**src/rtl/orgasmall_pkg.sv**
```systemverilog
// Shared types and helpers for the program loader.
// Optional build macro LOADER_CHECKSUM_EN enables the trailing XOR checksum byte.
package orgasmall_pkg;

   typedef enum logic [2:0] {
      IDLE   = 3'd0,
      ADDR   = 3'd1,
      LEN    = 3'd2,
      DATA   = 3'd3,
      WRITE  = 3'd4,
      CHECK  = 3'd5,
      FINISH = 3'd6
   } loader_state_t;

   localparam logic [7:0] SYNC_BYTE_DEFAULT = 8'hA5;

   localparam int WORD_SIZE_DEFAULT = 32'sd8;

   localparam int ADDR_SIZE_DEFAULT = 32'sd8;

   // Number of whole bytes needed to carry a field of the given bit width.
   function automatic int bytes_for(input int bits);
      return (bits + 32'sd7) / 32'sd8;
   endfunction

   // Running XOR checksum update for one accepted byte.
   function automatic logic [7:0] chk_update(input logic [7:0] acc, input logic [7:0] b);
      return acc ^ b;
   endfunction

endpackage

```
**src/rtl/program_loader_byte_shifter.sv**
```systemverilog
// byte_shifter: MSB-first byte accumulator shared by every multi-byte field.
// A load shifts one byte in; 'full' flags the load that completes a field of
// 'target' bytes. Clear wins over load so a field can be closed and the
// accumulator emptied in the same cycle.
module byte_shifter #(
   parameter int NBYTES = 1,
   parameter int CW     = $clog2(NBYTES + 1)
) (
   input  logic                  clk,
   input  logic                  rst,
   input  logic                  clear,
   input  logic                  load,
   input  logic [7:0]            byte_in,
   input  logic [CW-1:0]         target,
   output logic [NBYTES*8-1:0]   value_next,
   output logic                  full
);

   localparam int SW = NBYTES * 8;

   logic [SW-1:0]   shreg_r;
   logic [CW-1:0]   count_r;
   logic [SW+7:0]   cat_s;

   // Value the register would hold after shifting in byte_in; older high bytes fall off.
   always_comb begin
      cat_s      = {shreg_r, byte_in};
      value_next = cat_s[SW-1:0];
      if (load && ((count_r + CW'(1)) == target)) begin
         full = 1'b1;
      end else begin
         full = 1'b0;
      end
   end

   // Shift register and byte counter.
   always_ff @(posedge clk or negedge rst) begin
      if (!rst) begin
         shreg_r <= {SW{1'b0}};
         count_r <= {CW{1'b0}};
      end else if (clear) begin
         shreg_r <= {SW{1'b0}};
         count_r <= {CW{1'b0}};
      end else if (load) begin
         shreg_r <= value_next;
         count_r <= count_r + CW'(1);
      end else begin
         shreg_r <= shreg_r;
         count_r <= count_r;
      end
   end

endmodule

```
**src/rtl/program_loader.sv**
```systemverilog
// program_loader: framed byte-stream boot loader driving the main memory write port.
// Frame: SYNC, ADDR, LEN (word count), LEN words, optional CHK.
// Build macro LOADER_CHECKSUM_EN adds the CHK byte and the CHECK state; without it
// error is permanently 0.
module program_loader
   import orgasmall_pkg::*;
#(
   parameter int         WORD_SIZE = WORD_SIZE_DEFAULT,
   parameter int         ADDR_SIZE = ADDR_SIZE_DEFAULT,
   parameter logic [7:0] SYNC_BYTE = SYNC_BYTE_DEFAULT
) (
   input  logic                  clk,
   input  logic                  rst,
   input  logic [7:0]            in_data,
   input  logic                  in_valid,
   output logic                  in_ready,
   output logic [WORD_SIZE-1:0]  mem_data,
   output logic [ADDR_SIZE-1:0]  mem_addr,
   output logic                  mem_en_write,
   output logic                  cpu_hold,
   output logic                  done,
   output logic                  error
);

   localparam int BPW = bytes_for(WORD_SIZE);
   localparam int ABW = bytes_for(ADDR_SIZE);
   localparam int NB  = (ABW > BPW) ? ABW : BPW;
   localparam int CW  = $clog2(NB + 1);
   localparam int SW  = NB * 8;

   localparam logic [CW-1:0] ABW_C = CW'(ABW);
   localparam logic [CW-1:0] BPW_C = CW'(BPW);

`ifdef LOADER_CHECKSUM_EN
   localparam loader_state_t END_STATE = CHECK;
`else
   localparam loader_state_t END_STATE = FINISH;
`endif

   loader_state_t           state_r;
   loader_state_t           state_s;

   logic                    accept_s;
   logic                    sh_load_s;
   logic                    sh_clear_s;
   logic [CW-1:0]           sh_target_s;
   logic [SW-1:0]           sh_value_s;
   logic                    sh_full_s;
   logic                    fin_ok_s;
   logic [ADDR_SIZE-1:0]    field_s;
   logic [ADDR_SIZE-1:0]    idx_inc_s;

   logic [ADDR_SIZE-1:0]    base_r;
   logic [ADDR_SIZE-1:0]    len_r;
   logic [ADDR_SIZE-1:0]    idx_r;
   logic [WORD_SIZE-1:0]    mem_data_r;
   logic [ADDR_SIZE-1:0]    mem_addr_r;
   logic                    mem_en_write_r;
   logic                    in_ready_r;
   logic                    cpu_hold_r;
   logic                    done_r;
   logic                    error_r;
`ifdef LOADER_CHECKSUM_EN
   logic [7:0]              chk_r;
`endif

   assign accept_s  = in_valid && in_ready_r;
   assign field_s   = sh_value_s[ADDR_SIZE-1:0];
   assign idx_inc_s = idx_r + ADDR_SIZE'(1);

   byte_shifter #(
      .NBYTES (NB),
      .CW     (CW)
   ) u_shifter (
      .clk        (clk),
      .rst        (rst),
      .clear      (sh_clear_s),
      .load       (sh_load_s),
      .byte_in    (in_data),
      .target     (sh_target_s),
      .value_next (sh_value_s),
      .full       (sh_full_s)
   );

   // Next-state logic and shifter control for the frame parser.
   always_comb begin
      state_s     = state_r;
      sh_load_s   = 1'b0;
      sh_clear_s  = 1'b0;
      sh_target_s = ABW_C;
      fin_ok_s    = 1'b1;
      case (state_r)
         IDLE: begin
            if (accept_s && (in_data == SYNC_BYTE)) begin
               sh_clear_s = 1'b1;
               state_s    = ADDR;
            end else begin
               state_s    = IDLE;
            end
         end
         ADDR: begin
            sh_load_s = accept_s;
            if (sh_full_s) begin
               sh_clear_s = 1'b1;
               state_s    = LEN;
            end else begin
               state_s    = ADDR;
            end
         end
         LEN: begin
            sh_load_s = accept_s;
            if (sh_full_s) begin
               sh_clear_s = 1'b1;
               if (field_s == {ADDR_SIZE{1'b0}}) begin
                  state_s = END_STATE;
               end else begin
                  state_s = DATA;
               end
            end else begin
               state_s = LEN;
            end
         end
         DATA: begin
            sh_target_s = BPW_C;
            sh_load_s   = accept_s;
            if (sh_full_s) begin
               sh_clear_s = 1'b1;
               state_s    = WRITE;
            end else begin
               state_s    = DATA;
            end
         end
         WRITE: begin
            if (idx_inc_s == len_r) begin
               state_s = END_STATE;
            end else begin
               state_s = DATA;
            end
         end
         CHECK: begin
`ifdef LOADER_CHECKSUM_EN
            if (accept_s) begin
               fin_ok_s = (in_data == chk_r);
               state_s  = FINISH;
            end else begin
               state_s  = CHECK;
            end
`else
            state_s = IDLE;
`endif
         end
         FINISH: begin
            state_s = IDLE;
         end
         default: begin
            state_s = IDLE;
         end
      endcase
   end

   // Parser state register; reset aborts any frame in flight.
   always_ff @(posedge clk or negedge rst) begin
      if (!rst) begin
         state_r <= IDLE;
      end else begin
         state_r <= state_s;
      end
   end

   // Status outputs registered from the next state so they line up with it.
   always_ff @(posedge clk or negedge rst) begin
      if (!rst) begin
         in_ready_r     <= 1'b1;
         cpu_hold_r     <= 1'b0;
         mem_en_write_r <= 1'b0;
         done_r         <= 1'b0;
         error_r        <= 1'b0;
      end else begin
         in_ready_r     <= (state_s != WRITE) && (state_s != FINISH);
         cpu_hold_r     <= (state_s != IDLE);
         mem_en_write_r <= (state_s == WRITE);
         done_r         <= (state_s == FINISH) && fin_ok_s;
         error_r        <= (state_s == FINISH) && !fin_ok_s;
      end
   end

   // Captured header fields and the word index within the frame.
   always_ff @(posedge clk or negedge rst) begin
      if (!rst) begin
         base_r <= {ADDR_SIZE{1'b0}};
         len_r  <= {ADDR_SIZE{1'b0}};
         idx_r  <= {ADDR_SIZE{1'b0}};
      end else begin
         if ((state_r == ADDR) && sh_full_s) begin
            base_r <= field_s;
         end else begin
            base_r <= base_r;
         end
         if ((state_r == LEN) && sh_full_s) begin
            len_r <= field_s;
            idx_r <= {ADDR_SIZE{1'b0}};
         end else if (state_r == WRITE) begin
            len_r <= len_r;
            idx_r <= idx_inc_s;
         end else begin
            len_r <= len_r;
            idx_r <= idx_r;
         end
      end
   end

   // Memory address/data: loaded as the last byte of a word arrives, held otherwise.
   always_ff @(posedge clk or negedge rst) begin
      if (!rst) begin
         mem_data_r <= {WORD_SIZE{1'b0}};
         mem_addr_r <= {ADDR_SIZE{1'b0}};
      end else if ((state_r == DATA) && sh_full_s) begin
         mem_data_r <= sh_value_s[WORD_SIZE-1:0];
         mem_addr_r <= base_r + idx_r;
      end else begin
         mem_data_r <= mem_data_r;
         mem_addr_r <= mem_addr_r;
      end
   end

`ifdef LOADER_CHECKSUM_EN
   // XOR of every byte after SYNC (header and data), restarted at each SYNC.
   always_ff @(posedge clk or negedge rst) begin
      if (!rst) begin
         chk_r <= 8'h00;
      end else if ((state_r == IDLE) && accept_s) begin
         chk_r <= 8'h00;
      end else if (accept_s && ((state_r == ADDR) || (state_r == LEN) || (state_r == DATA))) begin
         chk_r <= chk_update(chk_r, in_data);
      end else begin
         chk_r <= chk_r;
      end
   end
`endif

   assign in_ready     = in_ready_r;
   assign cpu_hold     = cpu_hold_r;
   assign mem_en_write = mem_en_write_r;
   assign mem_data     = mem_data_r;
   assign mem_addr     = mem_addr_r;
   assign done         = done_r;
   assign error        = error_r;

endmodule
```
**config.mk**
```make
export PLATFORM = sky130hd
export DESIGN_NAME = program_loader
export DESIGN_NICKNAME = d
export VERILOG_FILES = /design/src/rtl/orgasmall_pkg.sv /design/src/rtl/program_loader_byte_shifter.sv /design/src/rtl/program_loader.sv
export SDC_FILE = /design/constraint.sdc
export NUM_CORES = 1
export LEC_CHECK = 0
export BUFFER_PORTS_ARGS = -buffer_cell sky130_fd_sc_hd__buf_4
export CAP_MARGIN = 20
export CELL_PAD_IN_SITES_DETAIL_PLACEMENT = 1
export CELL_PAD_IN_SITES_GLOBAL_PLACEMENT = 2
export CORE_ASPECT_RATIO = 1.2
export CORE_MARGIN = 3
export CORE_UTILIZATION = 36
export CTS_BUF_LIST = sky130_fd_sc_hd__clkbuf_16
export DETAILED_ROUTE_END_ITERATION = 7
export PLACE_DENSITY_LB_ADDON = 0.12
export SETUP_SLACK_MARGIN = 0.1
export SLEW_MARGIN = 25
export SYNTH_ARGS = -nofsm -noshare
export SYNTH_HDL_FRONTEND = slang
export SYNTH_SLANG_ARGS = --single-unit
```
**constraint.sdc**
```tcl
create_clock -name clk -period 2.8 [get_ports clk]
set_input_delay 0.56 -clock clk [delete_from_list [all_inputs] [get_ports clk]]
set_output_delay 0.56 -clock clk [all_outputs]
set_load 0.01 [all_outputs]
```
=== After elaboration in Yosys (flattened, before gate mapping) ===
Cells that the tools add are included.

* Register bits after elaboration: 48
* Word-level logic and storage cells: 53

* $add $sub $neg: 3
* Equality and inequality tests: 10
* Muxes and demuxes: 16
* Reductions and logical operators: 13

{| class="wikitable"
|+ Operator list
! kind !! number
|-
| 2-to-1 mux 8 bit || 2
|-
| case mux 3 bit (5 select lines) || 1
|-
| 2-to-1 mux 3 bit || 4
|-
| == test 3 bit, second input constant || 3
|-
| adder 8 x 1 -> 8 bit, second input constant || 1
|-
| adder 8 bit || 1
|-
| == test 8 bit || 1
|-
| == test 8 bit, second input constant || 1
|-
| zero test 8 bit || 1
|-
| logical AND 1 bit || 7
|-
| 2-to-1 mux 1 bit || 7
|-
| == test 3 x 2 -> 1 bit, second input constant || 2
|-
| inequality test 3 bit, second input constant || 2
|-
| nonzero test 2 bit || 2
|-
| == test 3 x 1 -> 1 bit, second input constant || 1
|-
| zero test 3 bit || 1
|-
| nonzero test 3 bit || 1
|-
| OR reduction 3 bit || 1
|-
| 2-to-1 mux 2 bit || 1
|-
| case mux 1 bit (2 select lines) || 1
|-
| adder 1 bit, second input constant || 1
|}

=== Logic depth before layout (Yosys ltp) ===
Gate-level depths: netlist (run 1).

* Depth after elaboration: 9
* Mapped depth: 9

=== By module ===
A second synthesis (run 1) with hierarchy kept.

* Cell total of the unflattened synthesis: 257
* Area, all modules: 2548.7 um2

{| class="wikitable"
|+ By module, submodules not included
! module !! times used !! cells each !! area each (um2) !! sequential area each (um2)
|-
| program_loader || 1 || 244 || 2436.1 || 1177.4
|-
| byte_shifter || 1 || 13 || 112.6 || 25.0
|}

=== Least setup slack after synthesis (run 1) ===
Ideal clock, no wire load.

* Path kind: input -> register
* From: input in_valid
* To: register len_r[6]
* Setup time: 125 ps
* Arrival time: 1908 ps
* Required time: 2675 ps
* Path slack: 767 ps
* Stages: 5
* Path buffers: 1
* Cells stage by stage: nand2_1 > or2_2 > nor4b_4 > buf_6 > mux2_2

* Word-level cells in the longest chain between the ends: 5

{| class="wikitable"
|+ Ends and longest elaborated chain
! what !! line !! RTL
|-
| from (decl) || program_loader.sv:15 || <nowiki>input logic in_valid,</nowiki>
|-
| logical AND 1 bit || program_loader.sv:67 || <nowiki>assign accept_s = in_valid && in_ready_r;</nowiki>
|-
| 2-to-1 mux 1 bit || program_loader.sv:92 || <nowiki>case (state_r)</nowiki>
|-
| logical AND 1 bit || program_loader_byte_shifter.sv:29 || <nowiki>if (load && ((count_r + CW'(1)) == target)) begin</nowiki>
|-
| 2-to-1 mux 1 bit || program_loader_byte_shifter.sv:29 ||
|-
| logical AND 1 bit || program_loader.sv:199 || <nowiki>if ((state_r == LEN) && sh_full_s) begin</nowiki>
|-
| to (signal assigned) || program_loader.sv:200 || <nowiki>len_r <= field_s;</nowiki>
|-
| to (signal assigned) || program_loader.sv:203 || <nowiki>len_r <= len_r;</nowiki>
|-
| to (signal assigned) || program_loader.sv:206 || <nowiki>len_r <= len_r;</nowiki>
|-
| to (decl) || program_loader.sv:54 || <nowiki>logic [ADDR_SIZE-1:0] len_r;</nowiki>
|}

No other way between the ends.
A chain may end at the register's enable or synchronous reset.

=== Final worst setup path (run 1) ===
* From: register idx_r[0]
* To: register mem_addr_r[6] (netlist: mem_addr[6])

* Word-level cells in the longest chain between the ends: 1

{| class="wikitable"
|+ Ends and longest elaborated chain
! what !! line !! RTL
|-
| from (decl) || program_loader.sv:55 || <nowiki>logic [ADDR_SIZE-1:0] idx_r;</nowiki>
|-
| from (signal assigned) || program_loader.sv:192 || <nowiki>idx_r <= {ADDR_SIZE{1'b0}};</nowiki>
|-
| from (signal assigned) || program_loader.sv:201 || <nowiki>idx_r <= {ADDR_SIZE{1'b0}};</nowiki>
|-
| from (signal assigned) || program_loader.sv:204 || <nowiki>idx_r <= idx_inc_s;</nowiki>
|-
| adder 8 bit || program_loader.sv:219 || <nowiki>mem_addr_r <= base_r + idx_r;</nowiki>
|-
| to (signal assigned) || program_loader.sv:216 || <nowiki>mem_addr_r <= {ADDR_SIZE{1'b0}};</nowiki>
|-
| to (signal assigned) || program_loader.sv:219 ||
|-
| to (signal assigned) || program_loader.sv:222 || <nowiki>mem_addr_r <= mem_addr_r;</nowiki>
|-
| to (decl) || program_loader.sv:57 || <nowiki>logic [ADDR_SIZE-1:0] mem_addr_r;</nowiki>
|}

No other way between the ends.

==> results.txt, run 1 <==
- Number of instances in the synthesized netlist: 239
- Fraction of layout instances using a drive strength above 1: 0.220
- Final-report hold violation count: 0
- Worst IR Drop VDD: 0.000342 V
- Setup repair after global routing left no endpoint under its margin.
* Category of the critical setup timing path: reg2reg
- Derived from the worst setup path, the maximum achievable clock frequency is 0.464 GHz.
* Post-route standard cell area excluding fillers: 0.00290 mm²
- Final layout net count: 292
- Skew-Pair Late Insertion Delay: 290 ps
* Master cell of the clock root buffer: sky130_fd_sc_hd__clkbuf_16
* Setup bufs post-CTS: 0
* Clock skew: 3.57 ps
* Number of violations reported at the end of detailed-routing iteration 0: 82
* Final Core Density: 0.447
- Post-CTS sizing: 0
* Netlist cell types: 42
* Dominant synthesized flop cell: sky130_fd_sc_hd__dfrtp_1
* Cell-by-cell listing of the critical path: ha_1 > inv_1 > fa_1 > nor2b_1 > o21ai_0 > a21boi_0 > o21a_1 > nor3_1 > o31ai_1
* Top area cells in the synthesized netlist: sky130_fd_sc_hd__dfrtp_1 48%, sky130_fd_sc_hd__mux2_2 7.4%, sky130_fd_sc_hd__nand2_1 6.6%
* Worst hold-check slack: 280 ps
- Entering global routing, the biggest net connects 49 pins.
* Top layer in use: met4
- Yosys mapped a number of flops with a built-in enable equal to 0.
- Dividing total power by cell area gives a power density of 971 mW/mm².
* Slew at the pin with the worst max-slew slack: 616 ps
* Most numerous cell in the Yosys netlist: sky130_fd_sc_hd__dfrtp_1
* Num rows: 32
- Vert. Die Dim: 96.2 µm
- DRT met1 WL: 2.68 mm
- For the worst setup path, the data required time is 2990 ps.
- The initial antenna violation count was 0.
- Status: finished clean
- The die covers 0.00781 mm².
* Worst slack at placement: 639 ps
- Buffer levels on the longest clock path: 2
- In the synthesized netlist the async set-or-reset flop fraction comes to 1.00.
- Part of the Yosys area used for sequential elements: 0.493
- Critical Path Start Type: flip-flop
- Before antenna repair, the detailed router went through 4 iterations.
- Counting every sink on the clock net gives 48.
* Wire length of the first global-routing pass: 9.92 mm
- Placed standard-cell area: 0.00276 mm²
* Count of final setup violators: 0
- Cell with the largest stage delay on the worst path: sky130_fd_sc_hd__dfrtp_1
- Across the run, the number of max-cap violations was 0.
- The completed layout was analyzed and its total power is 2.82 mW.
- Routed wl met2: 2.83 mm
- Final setup slack of the worst path: 644 ps
- Arrival time at the worst endpoint: 2350 ps
- CTS tree: yes
- Synth warn: 0
* Largest incremental delay on the critical path: 470 ps
- Leaving out filler cells and counting taps, the final layout contains 358.
- In this run the remaining antenna-violating nets after routing total 0.
* Overall routing resource usage: 0.169
- Path category of the worst min-delay check: in2async
- From synthesis to final layout, the design area changed by 18.8%.
- The smallest clock period supported by the final layout is computed as 2160 ps.
- Summed over all cells, the static leakage comes to 1.34 nW.
* CP bufs+invs: 1
- CTS built an H-tree with a depth of 2.
* Initial Util: 0.376
- Cell area after synthesis: 0.00244 mm²
* Routability congestion estimate from global placement: 0.790
- After filler insertion, the fill cell instance count of the layout stands at 744.
- Total area of sequential cells: 0.00120 mm²
- In the finished design, the share of the clock period the worst path needs comes to 0.770.
* Wirelength per Cell: 16.1 µm
- In this run the worst path has a maximum fanout of 6.
- Area used by multi-input combinational logic: 0.00118 mm²
* Half-perimeter wire length after placement: 4.20 mm
- STA classifies the critical path endpoint as a flip-flop.
- Synthesized net count: 259
- The synthesized design contains 48 register bits.
* Number of input and output port buffers inserted: 30
- Count of vias placed by the detailed router: 1839
- Setup total negative slack on the finished layout was measured at 0 ps.
- The total count of max-transition violations in the final report is 0.
- Overflow left after global routing: 0
* I/O pin total: 32
- Summed over all nets, wire length on met3 after detailed routing comes to 181 µm.
- In the routed layout, each cell is associated on average with a via count of 5.14.
- The number of placed instances, taps included, is 350.
* Yosys top cell by area: sky130_fd_sc_hd__dfrtp_1
* Final antenna diode count: 0
- Via count of the first global-routing pass: 1924
- The die is 81.2 µm wide.
- Cell type group with the largest total delay on the critical path: compound AO/OA/AOI/OAI gates
* Clock-pin slew reported for the worst setup and hold paths after clock tree synthesis: 70 ps
- After detailed routing, the number of remaining DRC violations is 0.
* Number of CTS-inserted buffers: 5
- Final WL: 5.77 mm
* Avg Inst Size Synth: 10.2 µm²
- By count the netlist is led by 47 x sky130_fd_sc_hd__dfrtp_1, 43 x sky130_fd_sc_hd__nand2_1, 18 x sky130_fd_sc_hd__o21ai_0.
- Fraction of post-synthesis cell area in the top cell type by area: 0.482
* Worst slew margin relative to its limit: 0.589
- Core ar.: 0.00649 mm²
- In this run, post-CTS hold repair placed 0 buffers.
==> report_power, final <==
group / internal, mW / total [mW] / switching, mW
Sequential: 0.965 / 1.17 / 0.201
Clock: 0.328 / 0.589 / 0.261
Combinational: 0.546 / 1.06 / 0.514
Total: 1.84 / 2.82 / 0.977
==> cell usage in the layout (no fill, tap or decap), drive strengths merged, types with 3 or more instances in the layout <==
cell type / synthesis / final
o21a: 4 / 4
nand2: 43 / 43
o21ai: 18 / 18
dfrtp: 47 / 47
mux2: 16 / 16
or3: 5 / 5
clkbuf: 4 / 5
nand3: 12 / 12
ha: 8 / 8
nor3: 3 / 3
o31ai: 3 / 3
nor2: 8 / 8
and3: 3 / 3
a21oi: 9 / 9
buf: 3 / 33
xor2: 11 / 11
nor4: 3 / 3
xnor2: 7 / 7
nor2b: 6 / 6
inv: 6 / 6
==> final cells by class <==
cell class | count | share of cell area
Timing Repair Buffer | 33 | 0.0854
Tap cell | 85 | 0.0367
Clock buffer | 5 | 0.0431
Sequential cell | 48 | 0.415
Inverter | 6 | 0.00777
Multi-Input combinational cell | 178 | 0.406
Clock inverter | 3 | 0.00647
==> worst reg2reg max path: stages (launching register included) <==
cell and delay [ps]:
sky130_fd_sc_hd__dfrtp_1 470, sky130_fd_sc_hd__ha_1 220, sky130_fd_sc_hd__inv_1 60, sky130_fd_sc_hd__fa_1 390, sky130_fd_sc_hd__nor2b_1 120, sky130_fd_sc_hd__o21ai_0 110
sky130_fd_sc_hd__a21boi_0 280, sky130_fd_sc_hd__o21a_1 180, sky130_fd_sc_hd__nor3_1 50, sky130_fd_sc_hd__o31ai_1 190
==> path summary, 6_finish.rpt <==
kind,slack (ps),depth (start not counted),endpoint,start
setup / recovery,640,9,mem_addr[6],idx_r[0]
hold / removal,280,1,mem_addr[5],rst
setup reg to reg,640,9,mem_addr[6],idx_r[0]
hold reg to reg,480,2,mem_addr[5],mem_addr[5]
max in group asynchronous,2100,1,idx_r[4],rst
min in group clk,480,2,mem_addr[5],mem_addr[5]
==> layer usage <==
layer,global-route usage,vias up
li1,-,898
met1,0.216,908
met2,0.288,26
met3,0.0337,7
met4,0.0507,0
met5,0,-
==> cell families after synthesis <==
| family | synth area share |
|---|---|
| compound gates | 0.101 |
| mux | 0.0738 |
| flops | 0.493 |
| simple gates | 0.192 |
| fa+ha+maj | 0.0492 |
| buf+inv | 0.0251 |
| other cells | 0.00154 |
| xor+xnor | 0.0646 |
==> sequential cells by signal (all words and copies together) (netlist names) <==
register,flops
cpu_hold,1
u_shifter.count_r,1
idx_r,8
in_ready,1
mem_en_write,1
len_r,8
base_r,8
done,1
state_r,3
mem_data,8
mem_addr,8
(Power assumes the default switching activity.)
==> run 2, diff against run 1 <==
--- a/config.mk
+++ b/config.mk
@@ -11,7 +11,7 @@
 export CELL_PAD_IN_SITES_GLOBAL_PLACEMENT = 2
 export CORE_ASPECT_RATIO = 1.2
 export CORE_MARGIN = 3
-export CORE_UTILIZATION = 36
+export CORE_UTILIZATION = 33
 export CTS_BUF_LIST = sky130_fd_sc_hd__clkbuf_16
 export DETAILED_ROUTE_END_ITERATION = 7
 export PLACE_DENSITY_LB_ADDON = 0.12
==> constraint.sdc (replaced) <==
create_clock -name clk -period 1.79 [get_ports clk]
set_input_delay 0.358 -clock clk [delete_from_list [all_inputs] [get_ports clk]]
set_output_delay 0.358 -clock clk [all_outputs]
set_load 0.01 [all_outputs]
==> run 2 against run 1 <==
The run now ends with setup timing left. Wire length is 18% higher. Non-clock buffer count is 49 higher. Final cell count is 14% higher. Worst setup slack worse by 780 ps.
==> results.txt, run 2 (synthesis gave the netlist of run 1 again) <==
- In this run, CTS created clock tree buffers numbering 5.
- Overall routing resource usage: 0.166
* Routability congestion estimate from global placement: 0.753
- Final layout net count: 341
* Number of antenna violations at the first check in global routing: 0
- Filler cell count in the final layout: 799
* Post-layout minimum cycle time: 1920 ps
- Unrepaired setup endpoints after global routing: true
- Master cell of the clock root buffer: sky130_fd_sc_hd__clkbuf_16
* Largest net degree at the start of global routing: 49
- Status: finished, violations left
* Half-perimeter wire length after placement: 4.74 mm
- Final setup slack of the worst path: -134 ps
- The library cell used most frequently in the layout, excluding fill and tap cells, is sky130_fd_sc_hd__buf_4.
* Worst IR Drop VDD: 0.000648 V
- After floorplanning, the core was divided into 33 placement rows.
- In this run, placement finished with an instance count of 385.
- Critical path fanouts, max: 3
- In the final layout, the share of cells above drive strength 1 is 0.435.
- Accumulated negative setup slack: -371 ps
- 32 I/O pins were placed.
* Arrival time at the worst endpoint: 2150 ps
- Standby leakage power: 1.64 nW
- The path class of the tightest hold or removal check is in2async.
- Count of vias placed by the detailed router: 2059
- Clock-pin slew reported for the worst setup and hold paths after clock tree synthesis: 70 ps
- The detail route stage leaves a number of antenna-violating nets equal to 0.
- In the finished design, the share of the clock period the worst path needs comes to 1.07.
* CTS tree: yes
* Clock skew: 5.16 ps
- Category of the worst setup path capture point: flip-flop
- The floorplan step set the die width to 84.5 µm.
- Final-report hold violation count: 0
- Buffer levels on the longest clock path: 2
* Layout Area Growth over Synthesis: 42.4%
- In the routed layout, each cell is associated on average with a via count of 5.03.
* Violated checks: setup timing
- Setup violations remaining at the end of the flow were counted as 5.
- H-tree lvl count: 2
- During placement, the flow inserted port buffers numbering 30.
* Cell depth of the worst flop-to-flop path: 7
- Counting every sink on the clock net gives 48.
- The critical path in this run is classified as reg2reg.
- For the pin with the worst max-slew slack, the measured transition is 629 ps.
* Final antenna diode count: 0
- At the later pin of the worst-skew pair, clock insertion delay measures 290 ps.
- The floorplan step defined a die boundary enclosing 0.00847 mm².
* WP data required: 2010 ps
* Core ar.: 0.00702 mm²
- The pre-antenna-repair detailed-routing pass consisted of 3 iterations.
- In this run the tightest slew margin relative to its limit is 0.580.
* Layout Cells excl Fill: 409
- Number of buffers inserted for hold repair after clock tree synthesis: 0
- The total count of max-transition violations in the final report is 0.
- Worst slack at placement: -107 ps
- The via count of the first global-routing pass is 2246.
* Leading cell types in the layout, fill and taps excluded: 75 x sky130_fd_sc_hd__buf_4, 42 x sky130_fd_sc_hd__dfrtp_1, 40 x sky130_fd_sc_hd__nand2_1
* Overflow left after global routing: 0
- Critical Path Start Type: flip-flop
- Number of max-cap violations: 0
- Wire length of the first global-routing pass: 11.2 mm
- Wirelength per Cell: 16.7 µm
- Initial Util: 0.348
- Vert. Die Dim: 100 µm
* PD cells: 1460 mW/mm²
- Measured on the finished design, the core utilization comes to 0.495.
* Number of violations reported at the end of detailed-routing iteration 0: 38
- Static timing analysis puts the maximum clock frequency at 0.520 GHz.
- The final layout contains routed wiring with a total length of 6.83 mm.
- For this run, design rule violations remaining after detail routing come to 0.
-- run 2: layer usage --
layer  up-vias  wire, µm  global-route usage
li1        988         -                   -
met1      1029      2990               0.211
met2        32      3510               0.286
met3        10       223              0.0353
met4         0       103              0.0487
met5         -         0                   0
-- run 2: path summary, 6_finish.rpt --
| kind | slack (ps) | from | endpoint |
|---|---|---|---|
| max in group asynchronous | 1250 | rst | idx_r[1] |
| min | 80 | rst | mem_addr[1] |
| max reg2reg | -130 | idx_r[0] | in_ready |
| max | -130 | idx_r[0] | in_ready |
| min reg2reg | 480 | mem_data[1] | mem_data[1] |
| min in group clk | 290 | in_data[3] | mem_data[3] |
-- run 2: critical path: stages (launching register included) --
cell,delay [ps]
sky130_fd_sc_hd__dfrtp_2,420
sky130_fd_sc_hd__ha_4,160
sky130_fd_sc_hd__and4_4,240
sky130_fd_sc_hd__xor2_2,160
sky130_fd_sc_hd__a22oi_2,110
sky130_fd_sc_hd__a211o_1,350
sky130_fd_sc_hd__or2_4,280
sky130_fd_sc_hd__and3_1,150
-- run 2: layout make-up --
class | count | area, µm² | share of cell area
flip-flops and latches | 48 | 1210 | 0.348
clock buffers | 5 | 125 | 0.0360
inverters | 6 | 22.5 | 0.00648
well taps | 87 | 109 | 0.0313
repair buffers | 82 | 642 | 0.185
multi-input cells | 178 | 1340 | 0.386
clock inverters | 3 | 26.3 | 0.00756
-- run 2: per-stage QoR --
| step | area [µm²] | power (mW) | hold slack [ps] |
|---|---|---|---|
| floorplan | 2460 | 2.91 | 62.4 |
| global placement | 3030 | 3.74 | 425 |
| detailed placement | 3030 | 3.79 | 429 |
| CTS | 3290 | 4.95 | 109 |
| global route | 3480 | 5.46 | 121 |
| finish | 3480 | 5.06 | 79.9 |
-- run 2: what timing repair did --
action                                  4_1_cts  5_1_grt
gates resized for setup                      19       28
cloned                                        0        0
endpoints found under the setup margin       17       22
pin swaps                                    11       12
setup buffers                                 8        9
-- run 2: power by group --
group	switching (mW)	internal [mW]	leakage (nW)	total (mW)
sequential	0.323	1.51	0.599	1.84
clock	0.456	0.532	0.0748	0.988
combinational	1.01	1.23	0.962	2.24
total	1.79	3.27	1.64	5.06
